**config.mk**
```make
export PLATFORM = sky130hd
export DESIGN_NAME = qpsk_stream_modulator
export DESIGN_NICKNAME = d
export VERILOG_FILES = /design/src/rtl/qpsk_stream_modulator.sv
export SDC_FILE = /design/constraint.sdc
export NUM_CORES = 1
export LEC_CHECK = 0
export ABC_CLOCK_PERIOD_IN_PS = 1330
export CAP_MARGIN = 20
export CORE_ASPECT_RATIO = 2
export CORE_MARGIN = 8
export CORE_UTILIZATION = 35
export DETAILED_ROUTE_END_ITERATION = 16
export PLACE_DENSITY = 0.71
export SETUP_SLACK_MARGIN = 0.3
export SKIP_LAST_GASP = 1
export SLEW_MARGIN = 20
export SYNTH_ARGS = -nofsm -noshare
export SYNTH_HDL_FRONTEND = slang
export SYNTH_SLANG_ARGS = --single-unit
```
**constraint.sdc**
```tcl
create_clock -name clk -period 1.33 [get_ports clk]
set_input_delay 0.266 -clock clk [delete_from_list [all_inputs] [get_ports clk]]
set_output_delay 0.266 -clock clk [all_outputs]
set_load 0.01 [all_outputs]
```
**src/rtl/qpsk_stream_modulator.sv**
```systemverilog
// Streaming QPSK modulator: serialises DATA_W-bit words MSB-first into Gray-mapped
// I/Q symbols over valid/ready handshakes on both sides.
module qpsk_stream_modulator #(
    parameter int DATA_W = 7,
    parameter int SYM_W  = 16,
    parameter int AMP    = 23170,
    parameter int NSYM   = (DATA_W + 1) / 2
) (
    input  logic                                    clk,
    input  logic                                    rst,
    input  logic [DATA_W-1:0]                       in_data,
    input  logic                                    in_valid,
    output logic                                    in_ready,
    output logic [SYM_W-1:0]                        sym_i,
    output logic [SYM_W-1:0]                        sym_q,
    output logic                                    sym_valid,
    input  logic                                    sym_ready,
    output logic [((NSYM > 1) ? $clog2(NSYM) : 1)-1:0] sym_idx,
    output logic                                    sym_last
);

    localparam int FW    = 2 * NSYM;
    localparam int PAD   = FW - DATA_W;
    localparam int IDX_W = (NSYM > 1) ? $clog2(NSYM) : 1;

    localparam logic signed [SYM_W-1:0] POS = SYM_W'(AMP);
    localparam logic signed [SYM_W-1:0] NEG = -POS;

    typedef enum logic {
        IDLE,
        SEND
    } state_t;

    state_t                   state_q, state_d;
    logic [FW-1:0]            shreg_q, shreg_d;
    logic signed [SYM_W-1:0]  i_q, i_d, q_q, q_d;
    logic [IDX_W-1:0]         idx_q, idx_d;
    logic                     last_q, last_d;

    logic                     fire, done, accept;
    logic [FW-1:0]            frame;

    // State and datapath registers
    always_ff @(posedge clk or posedge rst) begin
        if (rst) begin
            state_q <= IDLE;
            shreg_q <= '0;
            i_q     <= '0;
            q_q     <= '0;
            idx_q   <= '0;
            last_q  <= 1'b0;
        end else begin
            state_q <= state_d;
            shreg_q <= shreg_d;
            i_q     <= i_d;
            q_q     <= q_d;
            idx_q   <= idx_d;
            last_q  <= last_d;
        end
    end

    // Next-state logic
    always_comb begin
        state_d = state_q;
        unique case (state_q)
            IDLE: if (accept) state_d = SEND;
            SEND: if (done && !in_valid) state_d = IDLE;
            default: state_d = IDLE;
        endcase
    end

    // Handshake outputs; in_ready reopens combinationally on the final beat
    always_comb begin
        fire     = (state_q == SEND) && sym_ready;
        done     = fire && last_q;
        in_ready = (state_q == IDLE) || done;
        accept   = in_valid && in_ready;
    end

    // Datapath next-state: load frame, advance a symbol, or return to zero
    always_comb begin
        shreg_d = shreg_q;
        i_d     = i_q;
        q_d     = q_q;
        idx_d   = idx_q;
        last_d  = last_q;
        frame   = FW'(in_data) << PAD;
        if (accept) begin
            i_d     = frame[FW-1] ? NEG : POS;
            q_d     = frame[FW-2] ? NEG : POS;
            shreg_d = frame << 2;
            idx_d   = '0;
            last_d  = (NSYM == 1);
        end else if (done) begin
            i_d    = '0;
            q_d    = '0;
            idx_d  = '0;
            last_d = 1'b0;
        end else if (fire) begin
            i_d     = shreg_q[FW-1] ? NEG : POS;
            q_d     = shreg_q[FW-2] ? NEG : POS;
            shreg_d = shreg_q << 2;
            idx_d   = idx_q + 1'b1;
            last_d  = (idx_q == IDX_W'(NSYM - 2));
        end
    end

    assign sym_valid = (state_q == SEND);
    assign sym_i     = i_q;
    assign sym_q     = q_q;
    assign sym_idx   = idx_q;
    assign sym_last  = last_q;

endmodule

```
==> impl_metrics.env, run 1 <==
export IMPL_remaining_drc_errors=0
export IMPL_power_frac_comb_pct=73.4
export IMPL_wl_per_cell_um=16.1
export IMPL_crit_arrival_ns=1.08
export IMPL_clk_pin_slew_ns=0.07
export IMPL_antenna_found_initial=0
export IMPL_dr_total_vias=986
export IMPL_layout_common_cells="44 x buf_6, 20 x buf_4, 10 x dfrtp_1"
export IMPL_firstDrtPassIters=4
export IMPL_pin_count=48
export IMPL_core_area_um2=2670
export IMPL_area_growth_pct=87.5
export IMPL_p_sw_w=0.00160
export IMPL_critical_path_class="flip-flop to primary output"
export IMPL_power_share_clock_pct=8.7
export IMPL_swShare_pct=36.8
export IMPL_layout_drive_gt1_share_pct=63.6
export IMPL_ys_warn_count=0
export IMPL_synth_top_area_share_pct=36.4
export IMPL_die_area_um2=4780
export IMPL_grt_pass1_wl_mm=4.60
export IMPL_drt_iter0_drc=17
export IMPL_ys_top_cells_by_area="dfrtp_1 36%, buf_4 22%, o211a_1 4.2%"
export IMPL_rows=27
export IMPL_tritoncts="done"
export IMPL_clock_path_buffers=2
export IMPL_p_int_w=0.00274
export IMPL_initial_core_util_pct=36.1
export IMPL_netlist_top_cell_by_area="dfrtp_1"
export IMPL_crit_required_ns=1.06
export IMPL_final_common_cell="buf_6"
export IMPL_fmax_ghz=0.740
export IMPL_die_w_um=53.1
export IMPL_clock_latency_ns=0.25
export IMPL_violations="setup timing"
export IMPL_power_leakage_nw=0.910
export IMPL_layout_cells_non_filler=194
export IMPL_cts_sinks=14
export IMPL_p_per_area_nw_per_um2=2400
export IMPL_rsz0062_at_grt="true"
export IMPL_synthCells=105
export IMPL_gr_total_overflow=0
export IMPL_cts_buffers=3
export IMPL_setup_violations=1
export IMPL_power_frac_seq_pct=18.0
export IMPL_grt_pass1_vias=1053
export IMPL_grt_max_degree=15
export IMPL_maxCapViolCount=0
export IMPL_root_buffer="clkbuf_8"
export IMPL_min_path_type="primary input to asynchronous set/reset pin"
export IMPL_syn_cell_area_um2=962
export IMPL_postSynthAreaPerCell_um2=9.16
export IMPL_ir_drop_mv=1.10
export IMPL_die_y_um=90.2
export IMPL_ant_nets=0
export IMPL_timing_hold_violations_final=0
export IMPL_wirelength_mm=3.12
export IMPL_ys_types=28
export IMPL_slew_viol_final=0
export IMPL_seq_area_frac_synth_pct=36.4
export IMPL_r2r_setup_slack_ns=0.03
export IMPL_cp_start_kind="flip-flop"
export IMPL_hpwlAfterDp_mm=1.85
export IMPL_io_buffers=45
export IMPL_fin_ws_ns=-0.0205
export IMPL_skew_ns=0.00637
export IMPL_r2r_cells=6
export IMPL_diodes=0
export IMPL_finalWeightedCongestion=0.732
export IMPL_h_tree_depth=1
export IMPL_worst_path_max_fanout=2
export IMPL_vias_per_cell=5.08
export IMPL_grt_total_usage_pct=11.7
export IMPL_tns_ns=-0.0205
export IMPL_min_period_over_period_pct=102
export IMPL_status="complete, but fails checks"
export IMPL_final_nets=178
export IMPL_ys_seq_elements=14
export IMPL_period_minus_slack_ns=1.35
export IMPL_dp_cells=164
export IMPL_end_kind="primary output"
[through the flow]
step	hold slack, ns	setup WS, ns	utilization [%]	area (um^2)	total power [W]
3_5_place_dp	0.513	-0.410	51.0	1360	0.00295
4_1_cts	0.322	-0.0255	61.2	1630	0.00388
6_report	0.311	-0.0205	67.6	1800	0.00433
5_1_grt	0.350	-0.0552	67.6	1800	0.00458
2_1_floorplan	0.155	0.185	-	995	0.00216
3_3_place_gp	0.507	-0.397	51.0	1360	0.00290
[power by group through the flow]
stage          clock (W)  sequential, W  combinational [W]
3_5_place_dp           0       0.000849            0.00210
5_1_grt         0.000399       0.000796            0.00339
3_3_place_gp           0       0.000834            0.00207
4_1_cts         0.000372       0.000747            0.00276
2_1_floorplan          0       0.000877            0.00128
6_report        0.000376       0.000778            0.00318
[path summary, 6_finish.rpt]
kind | from | to
min | rst | sym_idx[0]
max in group asynchronous | rst | sym_q[13]
max reg2reg | sym_last | sym_q[14]
min reg2reg | shreg_q[5] | shreg_q[5]
max | sym_last | in_ready
min in group clk | sym_ready | sym_valid
[layer usage]
layer  wire, um  track usage (%)  share of wire [%]  vias to the layer above
met5          0                0                  0                        -
met4         47             3.81                1.5                        0
met3        332             4.46                 11                        7
met2       1660             20.6                 53                       57
met1       1070             11.6                 34                      467
li1           -                -                  -                      455
[cell type report]
type / instances / area [um^2]
flip-flops and latches: 14 / 355
clock buffers: 4 / 45.0
repair buffers: 86 / 855
well taps: 29 / 36.3
inverters: 8 / 30.0
fillers: 204 / 865
multi-input cells: 53 / 483
[cells by family after synthesis]
logic type / share of synthesized area (%)
buffers and inverters: 27.2
adders and majority gates: 1.30
muxes: 1.04
AOI/OAI and AO/OA: 25.5
other: 0.390
and+or+nand+nor: 8.19
DFF: 36.4
[synth_stat cells, drive strengths merged]
cell type  number
a21boi          4
a21o            2
a21oi           5
a221oi          2
a31oi           2
a32o            1
buf            31
conb            1
dfrtp          14
ha              1
inv             8
mux2i           1
nand2           6
nand2b          2
nand3           3
nand3b          1
nor2            3
nor2b           1
o211a           4
o21ai           8
o22ai           2
o32a            1
o32ai           2
[state kept, by name, summed over array words and instances, names as in the netlist]
name and flops:
sym_q 2, shreg_q 5, sym_i 3, sym_valid 1, sym_last 1, sym_idx 2
[worst max-delay path: stages (launching register included)]
cell and delay (ns):
dfrtp_2 0.41, buf_6 0.13, a21boi_4 0.13, inv_2 0.05, buf_6 0.11
[repair_timing]
| item | 4_1_cts | 5_1_grt |
|---|---|---|
| resized for setup | 186 | 34 |
| setup endpoints to repair | 48 | 48 |
| buffers inserted | 24 | 1 |
| gates cloned | 1 | 0 |
| pin swaps | 5 | 3 |
| hold buffers | 0 | 0 |
| hold endpoints to repair | 0 | 0 |
Power figures use the tool's default switching activity.
==> run 2: changes to the inputs <==
--- a/config.mk
+++ b/config.mk
@@ -11,7 +11,8 @@
 export CORE_MARGIN = 8
 export CORE_UTILIZATION = 35
 export DETAILED_ROUTE_END_ITERATION = 16
-export PLACE_DENSITY = 0.71
+export DONT_BUFFER_PORTS = 1
+export GPL_TIMING_DRIVEN = 0
 export SETUP_SLACK_MARGIN = 0.3
 export SKIP_LAST_GASP = 1
 export SLEW_MARGIN = 20
==> run 2 against run 1 <==
The flow still finishes with violations (setup timing). Non-clock buffer count fell by 47. Sequential cell count did not move. Cell area fell by 28%. Utilization fell by 19 points. Routed wire length fell by 21%. Hold slack got worse by 0.14 ns. Count of clock-buffer cells in the layout did not move. Clock power rose by 14%. Maximum frequency rose by 1.2%. Global-route usage fell by 1.5 points. Sequential share of layout area rose by 7.8 points.
==> impl_metrics.env, run 2 (synthesized netlist as in run 1, its figures left out) <==
export IMPL_crit_required_ns=1.47
export IMPL_end_kind="flip-flop"
export IMPL_place_area_um2=1030
export IMPL_hpwlAfterDp_mm=1.71
export IMPL_tritoncts="done"
export IMPL_grt_pass1_vias=794
export IMPL_vias_per_cell=5.08
export IMPL_min_period_over_period_pct=100
export IMPL_remaining_drc_errors=0
export IMPL_fin_ws_ns=-0.00442
export IMPL_min_path_type="primary input to flip-flop"
export IMPL_die_y_um=90.2
export IMPL_grt_max_degree=15
export IMPL_die_area_um2=4780
export IMPL_rows=27
export IMPL_fin_area_um2=1310
export IMPL_antenna_found_initial=0
export IMPL_clock_path_buffers=2
export IMPL_ant_nets=0
export IMPL_dr_total_vias=747
export IMPL_io_buffers=0
export IMPL_r2r_setup_slack_ns=-0.004
export IMPL_maxCapViolCount=0
export IMPL_regMostFlops="shreg_q"
export IMPL_rsz0062_at_grt="true"
export IMPL_wirelength_mm=2.45
export IMPL_period_minus_slack_ns=1.33
export IMPL_layout_common_cells="28 x buf_6, 9 x buf_4, 7 x dfrtp_1, 7 x dfrtp_2"
export IMPL_drt_iter0_drc=17
export IMPL_area_growth_pct=35.6
export IMPL_wl_per_cell_um=16.7
export IMPL_fmax_ghz=0.749
export IMPL_layout_drive_gt1_share_pct=54.2
export IMPL_hold_slack_ns=0.174
export IMPL_root_buffer="clkbuf_8"
export IMPL_p_per_area_nw_per_um2=2560
export IMPL_finalWeightedCongestion=0.671
export IMPL_clk_pin_slew_ns=0.06
export IMPL_final_nets=131
export IMPL_grt_total_usage_pct=10.2
export IMPL_timing_hold_violations_final=0
export IMPL_setup_violations=1
export IMPL_status="complete, but fails checks"
export IMPL_pin_count=48
export IMPL_power_leakage_nw=0.624
export IMPL_firstDrtPassIters=4
export IMPL_final_common_cell="buf_6"
export IMPL_critical_path_class="flip-flop to flip-flop"
export IMPL_crit_arrival_ns=1.47
export IMPL_diodes=0
export IMPL_cts_buffers=3
export IMPL_h_tree_depth=1
export IMPL_grt_pass1_wl_mm=3.82
export IMPL_ir_drop_mv=0.984
export IMPL_violations="setup timing"
export IMPL_cts_sinks=14
export IMPL_gr_total_overflow=0
export IMPL_worst_path_max_fanout=7
export IMPL_slew_viol_final=0
export IMPL_skew_ns=0.00329
export IMPL_initial_core_util_pct=36.1
export IMPL_clock_latency_ns=0.25
export IMPL_cp_start_kind="flip-flop"
export IMPL_core_area_um2=2670
export IMPL_die_w_um=53.1
export IMPL_largest_reg_flops=5
[run 2: worst max-delay path: stages (launching register included)]
cell      delay, ns
dfrtp_2        0.49
a21boi_4       0.18
buf_6          0.13
o32a_1         0.28
a21boi_2       0.15
[run 2: per-stage QoR]
| step | std cells | setup WS, ns | utilization, % | setup TNS (ns) | power (W) |
|---|---|---|---|---|---|
| floorplan | 106 | 0.185 | - | 0 | 0.00216 |
| global placement | 135 | 0.121 | 38.6 | 0 | 0.00237 |
| detailed placement | 135 | 0.104 | 38.6 | 0 | 0.00239 |
| CTS | 144 | -0.00269 | 44.6 | -0.00480 | 0.00305 |
| global route | 147 | -0.0414 | 48.9 | -0.0953 | 0.00356 |
| finish | 147 | -0.00442 | 48.9 | -0.00442 | 0.00334 |
[run 2: cell type report]
| class | count | area [um^2] |
|---|---|---|
| Tap cell | 29 | 36.3 |
| Clock buffer | 4 | 55.1 |
| Sequential cell | 14 | 359 |
| Multi-Input combinational cell | 53 | 423 |
| Inverter | 8 | 33.8 |
| Timing Repair Buffer | 8 | 81.3 |
| Buffer | 31 | 317 |
| Fill cell | 253 | 1360 |
[run 2: final timing paths]
path,start,cells past startpoint,end
max,sym_valid,4,shreg_q[7]
min,in_data[1],1,shreg_q[4]
max reg2reg,sym_valid,4,shreg_q[7]
min reg2reg,shreg_q[5],2,shreg_q[5]
max in group asynchronous,rst,2,sym_i[14]
min in group asynchronous,rst,2,shreg_q[3]
[run 2: report_power, final]
| group | total, W | switching [W] | internal (W) |
|---|---|---|---|
| Sequential | 0.000983 | 0.000357 | 0.000626 |
| Clock | 0.000427 | 0.000164 | 0.000263 |
| Combinational | 0.00193 | 0.000791 | 0.00114 |
[run 2: per-layer routing]
layer | vias up | global-route usage (%) | part of all wire, %
met5 | - | 0 | 0
met4 | 0 | 4.87 | 2.0
met3 | 5 | 4.95 | 13
met2 | 31 | 16.7 | 52
met1 | 351 | 9.98 | 33
li1 | 360 | - | -
[run 2: repair_timing]
item	4_1_cts	5_1_grt
hold buffers	1	0
hold endpoints to repair	14	0
pin swaps	0	4
buffers inserted	4	3
gates resized for setup	19	31
endpoints found under the setup margin	40	55
